## src/rtl/command_credit_arbiter_if.sv

```systemverilog
// Bundles the requester, PSL command and PSL response signals of the
// command credit arbiter.
//   req_*  : two requesters (bit/index 0 = read engine, 1 = write engine)
//   cmd_*  : registered PSL command output with odd parity
//   rsp_*  : PSL response tag in, owner route out
// modport master : arbiter side; modport slave : requester/PSL side.
interface command_credit_arbiter_if;
  logic [1:0]        req_valid;
  logic [1:0][12:0]  req_command;
  logic [1:0][63:0]  req_address;
  logic [1:0][11:0]  req_size;
  logic [1:0]        req_ready;
  logic [7:0]        req_tag;
  logic              cmd_valid;
  logic [7:0]        cmd_tag;
  logic              cmd_tag_parity;
  logic [12:0]       cmd_command;
  logic              cmd_command_parity;
  logic [63:0]       cmd_address;
  logic              cmd_address_parity;
  logic [11:0]       cmd_size;
  logic              rsp_valid;
  logic [7:0]        rsp_tag;
  logic [1:0]        rsp_route;

  modport master (
    input  req_valid, req_command, req_address, req_size, rsp_valid, rsp_tag,
    output req_ready, req_tag, cmd_valid, cmd_tag, cmd_tag_parity, cmd_command,
           cmd_command_parity, cmd_address, cmd_address_parity, cmd_size, rsp_route
  );

  modport slave (
    output req_valid, req_command, req_address, req_size, rsp_valid, rsp_tag,
    input  req_ready, req_tag, cmd_valid, cmd_tag, cmd_tag_parity, cmd_command,
           cmd_command_parity, cmd_address, cmd_address_parity, cmd_size, rsp_route
  );
endinterface

```

## src/rtl/command_credit_arbiter.sv

```systemverilog
// Round-robin arbiter issuing PSL commands from two requesters, bounded by
// PSL command credits (croom, captured once per job) and a pool of
// TAG_COUNT tags. Responses free tags and return credits in every state.
//   clock, rstn : rising-edge clock, synchronous active-low reset
//   enabled     : job running
//   croom       : command room loaded into the credit counter in LOAD
//   bus         : requester handshake, PSL command out, PSL response in
//   outstanding : number of tags in flight
//   tag_error   : sticky, response seen for a tag not in flight
module command_credit_arbiter #(
  parameter int TAG_COUNT = 16
) (
  input  logic                      clock,
  input  logic                      rstn,
  input  logic                      enabled,
  input  logic [7:0]                croom,
  command_credit_arbiter_if.master  bus,
  output logic [5:0]                outstanding,
  output logic                      tag_error
);

  typedef enum logic [1:0] {IDLE, LOAD, RUN, DRAIN} state_t;

  state_t                 state, state_nxt;
  logic [7:0]             credits, credit_lim;
  logic [TAG_COUNT-1:0]   busy, owner;
  logic                   ptr;
  logic                   any_free;
  logic [4:0]             free_tag;
  logic                   grant, gidx;
  logic                   rsp_hit, rsp_own;

  // Lowest-numbered free tag: scan downward so the last hit wins.
  always_comb begin
    any_free = 1'b0;
    free_tag = '0;
    for (int i = TAG_COUNT - 1; i >= 0; i--) begin
      if (!busy[i]) begin
        any_free = 1'b1;
        free_tag = 5'(i);
      end
    end
  end

  // Out-of-range tags never match, so they fall through as misses.
  always_comb begin
    rsp_hit = 1'b0;
    rsp_own = 1'b0;
    for (int i = 0; i < TAG_COUNT; i++) begin
      if (bus.rsp_tag == 8'(i)) begin
        rsp_hit = bus.rsp_valid & busy[i];
        rsp_own = owner[i];
      end
    end
  end

  always_comb begin
    outstanding = '0;
    for (int i = 0; i < TAG_COUNT; i++) outstanding = outstanding + 6'(busy[i]);
  end

  assign bus.rsp_route = rsp_hit ? (rsp_own ? 2'b10 : 2'b01) : 2'b00;

  // Pointer only matters when both request; a lone requester always wins.
  assign grant         = (state == RUN) && (credits != 8'd0) && any_free && (|bus.req_valid);
  assign gidx          = (&bus.req_valid) ? ptr : bus.req_valid[1];
  assign bus.req_ready = grant ? (gidx ? 2'b10 : 2'b01) : 2'b00;
  assign bus.req_tag   = grant ? {3'b000, free_tag} : 8'd0;

  always_ff @(posedge clock) begin
    if (!rstn) state <= IDLE;
    else       state <= state_nxt;
  end

  always_comb begin
    state_nxt = state;
    case (state)
      IDLE:    if (enabled) state_nxt = LOAD;
      LOAD:    state_nxt = RUN;
      RUN:     if (!enabled) state_nxt = DRAIN;
      DRAIN:   if (enabled) state_nxt = RUN;
               else if (outstanding == 6'd0) state_nxt = IDLE;
      default: state_nxt = IDLE;
    endcase
  end

  // Credits are returned only for real responses and capped at the loaded
  // room so a stray response can never inflate them.
  always_ff @(posedge clock) begin
    if (!rstn) begin
      credits    <= '0;
      credit_lim <= '0;
    end else if (state == LOAD) begin
      credits    <= croom;
      credit_lim <= croom;
    end else if (grant && !rsp_hit) begin
      credits <= credits - 8'd1;
    end else if (rsp_hit && !grant && credits != credit_lim) begin
      credits <= credits + 8'd1;
    end
  end

  // A responding tag is busy, so it can never equal free_tag this cycle.
  always_ff @(posedge clock) begin
    if (!rstn) begin
      busy      <= '0;
      owner     <= '0;
      ptr       <= 1'b0;
      tag_error <= 1'b0;
    end else begin
      for (int i = 0; i < TAG_COUNT; i++) begin
        if (grant && free_tag == 5'(i)) begin
          busy[i]  <= 1'b1;
          owner[i] <= gidx;
        end else if (rsp_hit && bus.rsp_tag == 8'(i)) begin
          busy[i]  <= 1'b0;
        end
      end
      if (grant) ptr <= ~gidx;
      if (bus.rsp_valid && !rsp_hit) tag_error <= 1'b1;
    end
  end

  always_ff @(posedge clock) begin
    if (!rstn) begin
      bus.cmd_valid          <= 1'b0;
      bus.cmd_tag            <= '0;
      bus.cmd_tag_parity     <= 1'b0;
      bus.cmd_command        <= '0;
      bus.cmd_command_parity <= 1'b0;
      bus.cmd_address        <= '0;
      bus.cmd_address_parity <= 1'b0;
      bus.cmd_size           <= '0;
    end else begin
      bus.cmd_valid <= grant;
      if (grant) begin
        bus.cmd_tag            <= {3'b000, free_tag};
        bus.cmd_tag_parity     <= ~^{3'b000, free_tag};
        bus.cmd_command        <= bus.req_command[gidx];
        bus.cmd_command_parity <= ~^bus.req_command[gidx];
        bus.cmd_address        <= bus.req_address[gidx];
        bus.cmd_address_parity <= ~^bus.req_address[gidx];
        bus.cmd_size           <= bus.req_size[gidx];
      end
    end
  end

endmodule
```

## src/flat_wrapper.sv

```systemverilog
// flat-port wrapper written by rule: the top's interface ports become plain ports
module command_credit_arbiter_flat 
#(
  parameter int TAG_COUNT = 16
)
  (clock, rstn, enabled, croom, outstanding, tag_error, bus_req_valid, bus_req_command, bus_req_address, bus_req_size, bus_rsp_valid, bus_rsp_tag, bus_req_ready, bus_req_tag, bus_cmd_valid, bus_cmd_tag, bus_cmd_tag_parity, bus_cmd_command, bus_cmd_command_parity, bus_cmd_address, bus_cmd_address_parity, bus_cmd_size, bus_rsp_route);
  command_credit_arbiter_if bus_i ();
  input  logic clock;
  input  logic rstn;
  input  logic enabled;
  input  logic [7:0] croom;
  output logic [5:0] outstanding;
  output logic tag_error;
  input wire logic [$bits(bus_i.req_valid)-1:0] bus_req_valid;
  input wire logic [$bits(bus_i.req_command)-1:0] bus_req_command;
  input wire logic [$bits(bus_i.req_address)-1:0] bus_req_address;
  input wire logic [$bits(bus_i.req_size)-1:0] bus_req_size;
  input wire logic [$bits(bus_i.rsp_valid)-1:0] bus_rsp_valid;
  input wire logic [$bits(bus_i.rsp_tag)-1:0] bus_rsp_tag;
  output wire logic [$bits(bus_i.req_ready)-1:0] bus_req_ready;
  output wire logic [$bits(bus_i.req_tag)-1:0] bus_req_tag;
  output wire logic [$bits(bus_i.cmd_valid)-1:0] bus_cmd_valid;
  output wire logic [$bits(bus_i.cmd_tag)-1:0] bus_cmd_tag;
  output wire logic [$bits(bus_i.cmd_tag_parity)-1:0] bus_cmd_tag_parity;
  output wire logic [$bits(bus_i.cmd_command)-1:0] bus_cmd_command;
  output wire logic [$bits(bus_i.cmd_command_parity)-1:0] bus_cmd_command_parity;
  output wire logic [$bits(bus_i.cmd_address)-1:0] bus_cmd_address;
  output wire logic [$bits(bus_i.cmd_address_parity)-1:0] bus_cmd_address_parity;
  output wire logic [$bits(bus_i.cmd_size)-1:0] bus_cmd_size;
  output wire logic [$bits(bus_i.rsp_route)-1:0] bus_rsp_route;
  assign bus_i.req_valid = bus_req_valid;
  assign bus_i.req_command = bus_req_command;
  assign bus_i.req_address = bus_req_address;
  assign bus_i.req_size = bus_req_size;
  assign bus_i.rsp_valid = bus_rsp_valid;
  assign bus_i.rsp_tag = bus_rsp_tag;
  assign bus_req_ready = bus_i.req_ready;
  assign bus_req_tag = bus_i.req_tag;
  assign bus_cmd_valid = bus_i.cmd_valid;
  assign bus_cmd_tag = bus_i.cmd_tag;
  assign bus_cmd_tag_parity = bus_i.cmd_tag_parity;
  assign bus_cmd_command = bus_i.cmd_command;
  assign bus_cmd_command_parity = bus_i.cmd_command_parity;
  assign bus_cmd_address = bus_i.cmd_address;
  assign bus_cmd_address_parity = bus_i.cmd_address_parity;
  assign bus_cmd_size = bus_i.cmd_size;
  assign bus_rsp_route = bus_i.rsp_route;
  command_credit_arbiter #(.TAG_COUNT(TAG_COUNT)) u_core (.clock(clock), .rstn(rstn), .enabled(enabled), .croom(croom), .bus(bus_i), .outstanding(outstanding), .tag_error(tag_error));
endmodule
```

## config.mk

```make
export PLATFORM = sky130hd
export DESIGN_NAME = command_credit_arbiter_flat
export DESIGN_NICKNAME = d
export VERILOG_FILES = /design/src/rtl/command_credit_arbiter_if.sv /design/src/rtl/command_credit_arbiter.sv /design/src/flat_wrapper.sv
export SDC_FILE = /design/constraint.sdc
export NUM_CORES = 1
export LEC_CHECK = 0
export ABC_AREA = 1
export CAP_MARGIN = 30
export CORE_ASPECT_RATIO = 0.6
export CORE_MARGIN = 4
export CORE_UTILIZATION = 49
export DETAILED_ROUTE_END_ITERATION = 16
export GPL_TIMING_DRIVEN = 1
export PLACE_DENSITY = 0.87
export RECOVER_POWER = 50
export SYNTH_ARGS = -nofsm -noshare
export SYNTH_HDL_FRONTEND = slang
export SYNTH_SLANG_ARGS = --single-unit
```

## constraint.sdc

```tcl
create_clock -name clock -period 9.6 [get_ports clock]
set_clock_uncertainty 0.1 [all_clocks]
set_input_delay 1.92 -clock clock [delete_from_list [all_inputs] [get_ports clock]]
set_output_delay 1.92 -clock clock [all_outputs]
set_load 0.05 [all_outputs]
```

-- Word level (Yosys, flattened, before mapping)
Cells that the tools add are included.
Widths: inputs -> output; s select.
- add/sub/neg operators: 17
- magnitude comparators: 1
- equality and inequality tests: 37
- muxes and demuxes: 116
- bitwise operators: 17
- reduce and logical (&&, ||, !) cells: 69
- operators by type and width (operator ; number):
    $mux 64 ; 2
    $add 6x1->6 ; 14
    $mux 1 ; 81
    $mux 4 ; 17
    $eq 8x4->1 const B ; 8
    $reduce_xnor 64->1 ; 1
    $logic_and 1x1->1 ; 39
    $eq 4x4->1 const B ; 8
    $eq 8x3->1 const B ; 4
    $reduce_bool 2->1 ; 16
    $mux 13 ; 2
    $mux 12 ; 2
    $mux 8 ; 3
    $and 1x1->1 ; 16
    $eq 4x3->1 const B ; 4
    $eq 8x2->1 const B ; 2
    $mux 2 ; 8
    $reduce_xnor 13->1 ; 1
    $add 8x1->8 const B ; 1
    $eq 4x2->1 const B ; 2
    $eq 8x1->1 const B ; 1
    $logic_not 8->1 ; 1
    $ne 8x8->1 ; 1
    $pmux 2 s4 ; 1
    19 further kinds ; 22
- register bits after elaboration: 150
- input port bits: 200

-- Depth between registers and ports, before layout
Gate-level depths: netlist of run 1.
- word-level depth: 24
- mapped depth: 34
- gate-level depth less buffers: 34

-- Worst setup path after synthesis of run 1
Ideal clock, no wire load.
- path type: register to output
- start: register u_core.busy[0]
- end: output port outstanding[2]
- arrival time: 4.404 ns
- required time: 7.580 ns
- setup slack: 3.176 ns
- stages on the path, launching flop included: 11
- path buffers: 0
- path through: dfxtp_1 -> ha_1 -> inv_1 -> fa_1 -> fa_1 -> fa_1 -> fa_1 -> inv_1 -> fa_1 -> fa_1 -> xor2_1
- longest elaborated chain between the ends: 15
- RTL lines (what ; RTL line ; RTL):
    start: declaration ; command_credit_arbiter.sv:26 ; logic [TAG_COUNT-1:0] busy, owner;
    start signal: assignment ; command_credit_arbiter.sv:106 ; busy <= '0;
    start signal: indexed assignment ; command_credit_arbiter.sv:113 ; busy[i] <= 1'b1;
    start signal: indexed assignment ; command_credit_arbiter.sv:116 ; busy[i] <= 1'b0;
    $add 1x1->2 ; command_credit_arbiter.sv:59 ; for (int i = 0; i < TAG_COUNT; i++) outstanding = outstanding + 6'(busy[i]);
    $add 6x1->6 (14 in a row) ; command_credit_arbiter.sv:59 ;
    end: declaration ; flat_wrapper.sv:12 ; output logic [5:0] outstanding;
Every way passes these cells.

-- Worst setup path after layout of run 1
- start: input port rstn
- end: register u_core.bus.cmd_address[55] in the netlist's numbering
- RTL lines (what ; RTL line ; RTL):
    start: declaration ; flat_wrapper.sv:9 ; input logic rstn;
    end signal: assignment ; command_credit_arbiter.sv:141 ; bus.cmd_address <= bus.req_address[gidx];
    end: declaration ; command_credit_arbiter_if.sv:29 ; cmd_command_parity, cmd_address, cmd_address_parity, cmd_size, rsp_route
No word-level cell between the ends.

==> reports/results.ini, run 1 <==
[clock_network]
clock-sinks=149
cts_root_buf=clkbuf_16
cts_buffers=17
tritoncts=yes
clock_path_buffers=2
cts.reportedPaths.clkPinSlew_ns=0.07
post-cts-setup-buffer-count=0
insertion_delay_ns=0.43
h-tree-depth=4
ctsHoldBuffers=0
post_cts_resize_count=0

[global_routing]
grtUsageTotal_pct=27.1
gr-usage-met3_pct=8.18
grt_pass1_wl_um=41600
top_usage_layer=met2
grt.overflow.total=0
grt_max_degree=107
gr-usage-met1_pct=36.9
antenna_found_initial=0
grt_pass1_vias=7999
use_met2_pct=42.4

[worst_hold_path]
min_path_type=reg2reg

[power]
p_clk_share_pct=31.2
powerDensity_nw_per_um2=174
p_leak_nw=5.31
p_comb_share_pct=35.9
ir_drop_mv=0.115
p_int_mw=1.34
netSwitchingFraction_pct=37.4
seqPwrFrac_pct=32.9
power.net_switching_mw=0.800

[setup_path]
end_kind=flip-flop
critPathSlowestCell=clkinvlp_2
setup.worst_path.start_class=input pin
cp_common_cell=clkbuf_1
path_buf_inv=4
slowest_delay_ns=2.47
critPathKind=in2reg
crit_family=buffers and inverters
crit_chain=dlygate4sd3_1, clkbuf_1, clkinvlp_2, clkbuf_1, a211oi_1
critPathMaxFanout=77
cp.required_ns=9.81
cp_data_arrival_time_ns=7.72

[sta]
rsz0062_at_grt=no
finalSetupViolCount=0
timing.fmax_mhz=133
min_period_over_period_pct=78.2
hold_viol=0
finalCriticalPeriod_ns=7.51
slew_headroom_pct=-80.1
drv_slew=132
worst_pin_slew_ns=2.69
tns_ns=0

[logic_synthesis]
synth.top_cell.area_share_pct=34.9
yosys_warnings=0
ys_top_cells_by_area=dfxtp_1, nand2_1, a211oi_1
ys_types=40
seq_area_frac_synth_pct=34.9
synth-edff-count=0
synth_top_cell_by_area=dfxtp_1
syn_inst=1175
synth_commonest_cells=nand2_1, dfxtp_1, inv_1
synth_flop_cell=dfxtp_1
synthArstFlopShare_pct=0
yosysMostFrequentCell=nand2_1
ys_seq_elements=149
netlist_area_um2=8550
avgSynthCellArea_um2=7.27

[die]
ios=320
core_region_area_um2=17100
row_count=37
die_area_um2=19700
start_util_pct=49.9
die_h_um=110
fp.dieW_um=179

[drt]
ant_nets=0
vias=8678
viasPerCell=5.11
routed_wl_um=27700
drc=0
drtIter0Drc=663
dr.pass1.iters=5
wl_per_cell_um=16.3

[finish]
finalNonFillerCells=1699
area_delta_synth_final_pct=43.4
drive_gt1_share_pct=3.96
diodes=0
nets=1682

[place]
dp_cells=1666
portBuffers=310
place.gp.congestion=0.945
dp_hpwl_um=21600

[run_status]
failed_checks=max-capacitance violations, max-slew violations
status=complete, but fails checks

[run]
maxCapViolCount=2

-- worst reg2reg max path, delay by kind of cell, from the launching register on --
| kind | cells | cell delay [ns] |
|---|---|---|
| adder cells (fa/ha/maj) | 7 | 3.29 |
| AND/OR/NAND/NOR | 5 | 0.90 |
| flip-flops | 1 | 0.38 |
| XOR/XNOR | 1 | 0.17 |
| buffers and inverters | 2 | 0.11 |
-- kinds of logic (layout without fill, tap and decap cells) --
logic type	count (synthesis)	in the layout	share of synthesized area [%]
AOI/OAI and AO/OA	259	259	18.3
xor gates and xnor gates	86	86	8.81
adders and majority gates	30	30	5.36
buffers and inverters	216	498	10.9
DFF	149	149	34.9
muxes	13	13	1.52
and+or+nand+nor	421	421	20.2
other	1	9	0.0439
-- power by group through the flow --
stage               combinational, mW  sequential, mW  clock [mW]
floorplan                       0.386           0.857           0
global placement                0.767           0.716           0
detailed placement              0.776           0.718           0
CTS                             0.781           0.705       0.676
global route                    0.832           0.710       0.702
finish                          0.767           0.704       0.667
-- metal layers --
layer	up-vias	routed length, µm	part of all wire, %
li1	4401	-	-
met1	3886	12400	45
met2	360	12100	44
met3	31	2740	9.9
met4	0	380	1.4
met5	-	0	0
-- per-stage QoR --
step                      util, %  hold WS [ns]  area (µm²)  total power, mW  setup slack, ns
after floorplan                 -         0.324        8580             1.24             3.18
after global placement       68.0         0.350       11700             1.48             2.47
after detailed placement     68.0         0.354       11700             1.49             2.45
after CTS                    71.4         0.365       12200             2.16             2.38
after global routing         71.5         0.395       12300             2.24             1.58
final                        71.5         0.363       12300             2.14             2.09
-- cells in the final DEF, fill, tap and decap left out, types with 55 or more instances in the layout --
cell / instances
a211oi_1: 78
a21oi_1: 55
clkdlybuf4s50_1: 209
dfxtp_1: 149
dlygate4sd3_1: 101
inv_1: 146
nand2_1: 199
nor2_1: 146
o21ai_0: 70
xnor2_1: 55
-- cell type report --
class                   count  area (µm²)
clock buffers              17         425
well taps                 234         293
fillers                  1367        4880
multi-input cells         818        4660
clock inverters            15         156
flip-flops and latches    149        2980
repair buffers            317        3170
inverters                 149         563
-- flip-flops by register name, summed over array words and instances (netlist names), 2 cells and up --
register and cells:
u_core.bus.cmd_command 13, u_core.busy 16, u_core.state 2, u_core.bus.cmd_address 64
u_core.credits 8, u_core.bus.cmd_size 12, u_core.bus.cmd_tag 4, u_core.owner 16
u_core.credit_lim 8
-- final timing paths --
| path | from | to | slack [ns] | depth (start not counted) |
|---|---|---|---|---|
| max | rstn | u_core.bus.cmd_address[55] | 2.09 | 5 |
| min | u_core.tag_error | u_core.tag_error | 0.36 | 1 |
| max reg2reg | u_core.busy[0] | u_core.state[0] | 4.44 | 15 |
| min reg2reg | u_core.tag_error | u_core.tag_error | 0.36 | 1 |
Note: power is estimated with default switching activity, not from simulation.
==> run 2: changes to the inputs <==
CORE_UTILIZATION = 45   (was 49)
PLACE_DENSITY = 0.81   (was 0.87)
clock period = 7.8 ns   (was 9.6 ns; I/O delays follow)
==> run 2 against run 1 <==
Against the previous run:
- the run still ends with max-capacitance violations, max-slew violations left
- non-clock buffer count is 3 higher
- global-route usage is 2.9 points lower
- worst hold slack worse by 0.0077 ns
- critical endpoint is now outstanding[2]
- largest power group unchanged
==> reports/results.ini, run 2 (synthesized netlist as in run 1, its figures left out) <==
[clock_network]
cts.reportedPaths.clkPinSlew_ns=0.07  ; about the same
post_cts_resize_count=0  ; unchanged
clock_path_buffers=2  ; unchanged
cts_root_buf=clkbuf_16  ; unchanged
h-tree-depth=4  ; unchanged
clock-sinks=149  ; unchanged
cts_buffers=17  ; unchanged
ctsHoldBuffers=0  ; unchanged
insertion_delay_ns=0.43  ; about the same
post-cts-setup-buffer-count=0  ; unchanged
tritoncts=yes  ; unchanged

[sta]
finalCriticalPeriod_ns=6.82
tns_ns=0  ; unchanged
slew_headroom_pct=-76.1  ; was -80.1%
timing.fmax_mhz=147
setup_ws_ns=0.979  ; was 2.09 ns
finalSetupViolCount=0  ; unchanged
hold_viol=0  ; unchanged
drv_slew=73  ; was 132
worst_pin_slew_ns=2.63  ; was 2.69 ns
min_period_over_period_pct=87.5
rsz0062_at_grt=no  ; unchanged

[setup_path]
crit_family=adder cells  ; was buffers and inverters
setup.worst_path.start_class=flip-flop  ; was input pin
cp_common_cell=fa_1  ; was clkbuf_1
critPathMaxFanout=6  ; was 77
path_buf_inv=3  ; was 4
slowest_delay_ns=0.83  ; was 2.47 ns
critPathKind=reg2out  ; was in2reg
critPathSlowestCell=clkdlybuf4s50_1  ; was clkinvlp_2
crit_chain=ha_1, inv_1, fa_1, fa_1, fa_1, fa_1, inv_1, fa_1, fa_1, xor2_1, clkdlybuf4s50_1  ; was dlygate4sd3_1, clkbuf_1, clkinvlp_2, clkbuf_1, a211oi_1
cp_data_arrival_time_ns=5.16  ; was 7.72 ns
cp.required_ns=6.14  ; was 9.81 ns
end_kind=output pin  ; was flip-flop

[drt]
drc=0  ; unchanged
viasPerCell=5.04  ; was 5.11
drtIter0Drc=639  ; was 663
dr.pass1.iters=6  ; was 5
vias=8608  ; was 8678
routed_wl_um=27000  ; was 27700 µm
ant_nets=0  ; unchanged
wl_per_cell_um=15.8  ; was 16.3 µm

[finish]
reg_top3=u_core.bus.cmd_address x64, u_core.busy x16, u_core.owner x16  ; unchanged
largest-register=u_core.bus.cmd_address  ; unchanged
nets=1685  ; was 1682
diodes=0  ; unchanged
final_cell_mix=clkdlybuf4s50_1, nand2_1, dfxtp_1, inv_1, nor2_1  ; unchanged
mostFrequentLayoutCell=clkdlybuf4s50_1  ; unchanged
largest_reg_flops=64  ; unchanged
area_delta_synth_final_pct=44.0  ; was 43.4%
drive_gt1_share_pct=4.29  ; was 3.96%

[global_routing]
gr-usage-met3_pct=9.52  ; was 8.18%
top_usage_layer=met2  ; unchanged
grt_pass1_wl_um=41000  ; was 41600 µm
grt.overflow.total=0  ; unchanged
grtUsageTotal_pct=24.2  ; was 27.1%
grt_pass1_vias=7947  ; was 7999
use_met2_pct=38.0  ; was 42.4%
grt_max_degree=90  ; was 107
antenna_found_initial=0  ; unchanged
gr-usage-met1_pct=31.9  ; was 36.9%

[power]
ir_drop_mv=0.166  ; was 0.115 mV
powerDensity_nw_per_um2=216  ; was 174 nW/µm²
p_total_mw=2.66  ; was 2.14 mW
p_leak_nw=5.35  ; was 5.31 nW

[place]
dp_hpwl_um=21000  ; was 21600 µm
portBuffers=310  ; unchanged
place.gp.congestion=0.918  ; was 0.945
post-place-ws_ns=1.30  ; was 2.45 ns

[run]
maxCapViolCount=1  ; was 2

[die]
row_count=38  ; was 37
die_area_um2=21300  ; was 19700 µm²
die_h_um=115  ; was 110 µm
core_region_area_um2=18400  ; was 17100 µm²
start_util_pct=46.6  ; was 49.9%
ios=320  ; unchanged
fp.dieW_um=186  ; was 179 µm

[run_status]
failed_checks=max-capacitance violations, max-slew violations  ; unchanged
status=complete, but fails checks  ; unchanged

[worst_hold_path]
min_path_type=reg2reg  ; unchanged

[run 2: changes by cell type in the layout (fill, tap and decap cells not counted), moves of 2 or more]
| cell | change |
|---|---|
| clkdlybuf4s50_1 | +2 |
| dlygate4sd3_1 | -2 |
| clkinv_4 | +2 |
| clkbuf_1 | -2 |
| buf_4 | +5 |
| clkinvlp_4 | -2 |
[run 2: through the flow]
step | cells | cell area [µm²] | util [%] | hold WS, ns
after CTS | 1708 | 12300 | 67.1 | 0.357
after detailed placement | 1676 | 11700 | 63.8 | 0.347
after global placement | 1675 | 11700 | 63.7 | 0.345
after floorplan | 1183 | 8580 | - | 0.324
after global routing | 1708 | 12300 | 67.1 | 0.374
final | 1708 | 12300 | 67.1 | 0.355
[run 2: layer usage]
metal  up-vias  share of wire [%]
met4         0                1.4
li1       4389                  -
met2       342                 44
met5         -                  0
met3        25                 11
met1      3852                 44
[run 2: path summary, 6_finish.rpt]
check | start | end | slack (ns) | depth (start not counted)
setup reg to reg | u_core.busy[0] | u_core.state[0] | 2.60 | 15
setup / recovery | u_core.busy[0] | outstanding[2] | 0.98 | 11
hold / removal | u_core.owner[4] | u_core.owner[4] | 0.36 | 2
hold reg to reg | u_core.owner[4] | u_core.owner[4] | 0.36 | 2
[run 2: where the power goes]
part | internal [mW] | switching [mW]
Sequential | 0.826 | 0.0377
Clock | 0.487 | 0.370
Combinational | 0.369 | 0.576
[run 2: layout make-up]
cell class	instances	area, µm²
Clock inverter	15	185
Timing Repair Buffer	320	3190
Clock buffer	17	425
Inverter	149	563
Tap cell	240	300
Multi-Input combinational cell	818	4660
Sequential cell	149	2980
Fill cell	1587	6040
[run 2: worst register-to-register path, cell delays in order (launching register included)]
cell and delay (ns):
dfxtp_1 0.37, ha_1 0.30, inv_1 0.05, fa_1 0.51
fa_1 0.52, fa_1 0.51, fa_1 0.55, inv_1 0.05
fa_1 0.45, fa_1 0.42, xor2_1 0.17, nor3_1 0.14
nor3b_1 0.62, nor2_1 0.09, nor2_1 0.11, nor3_1 0.05
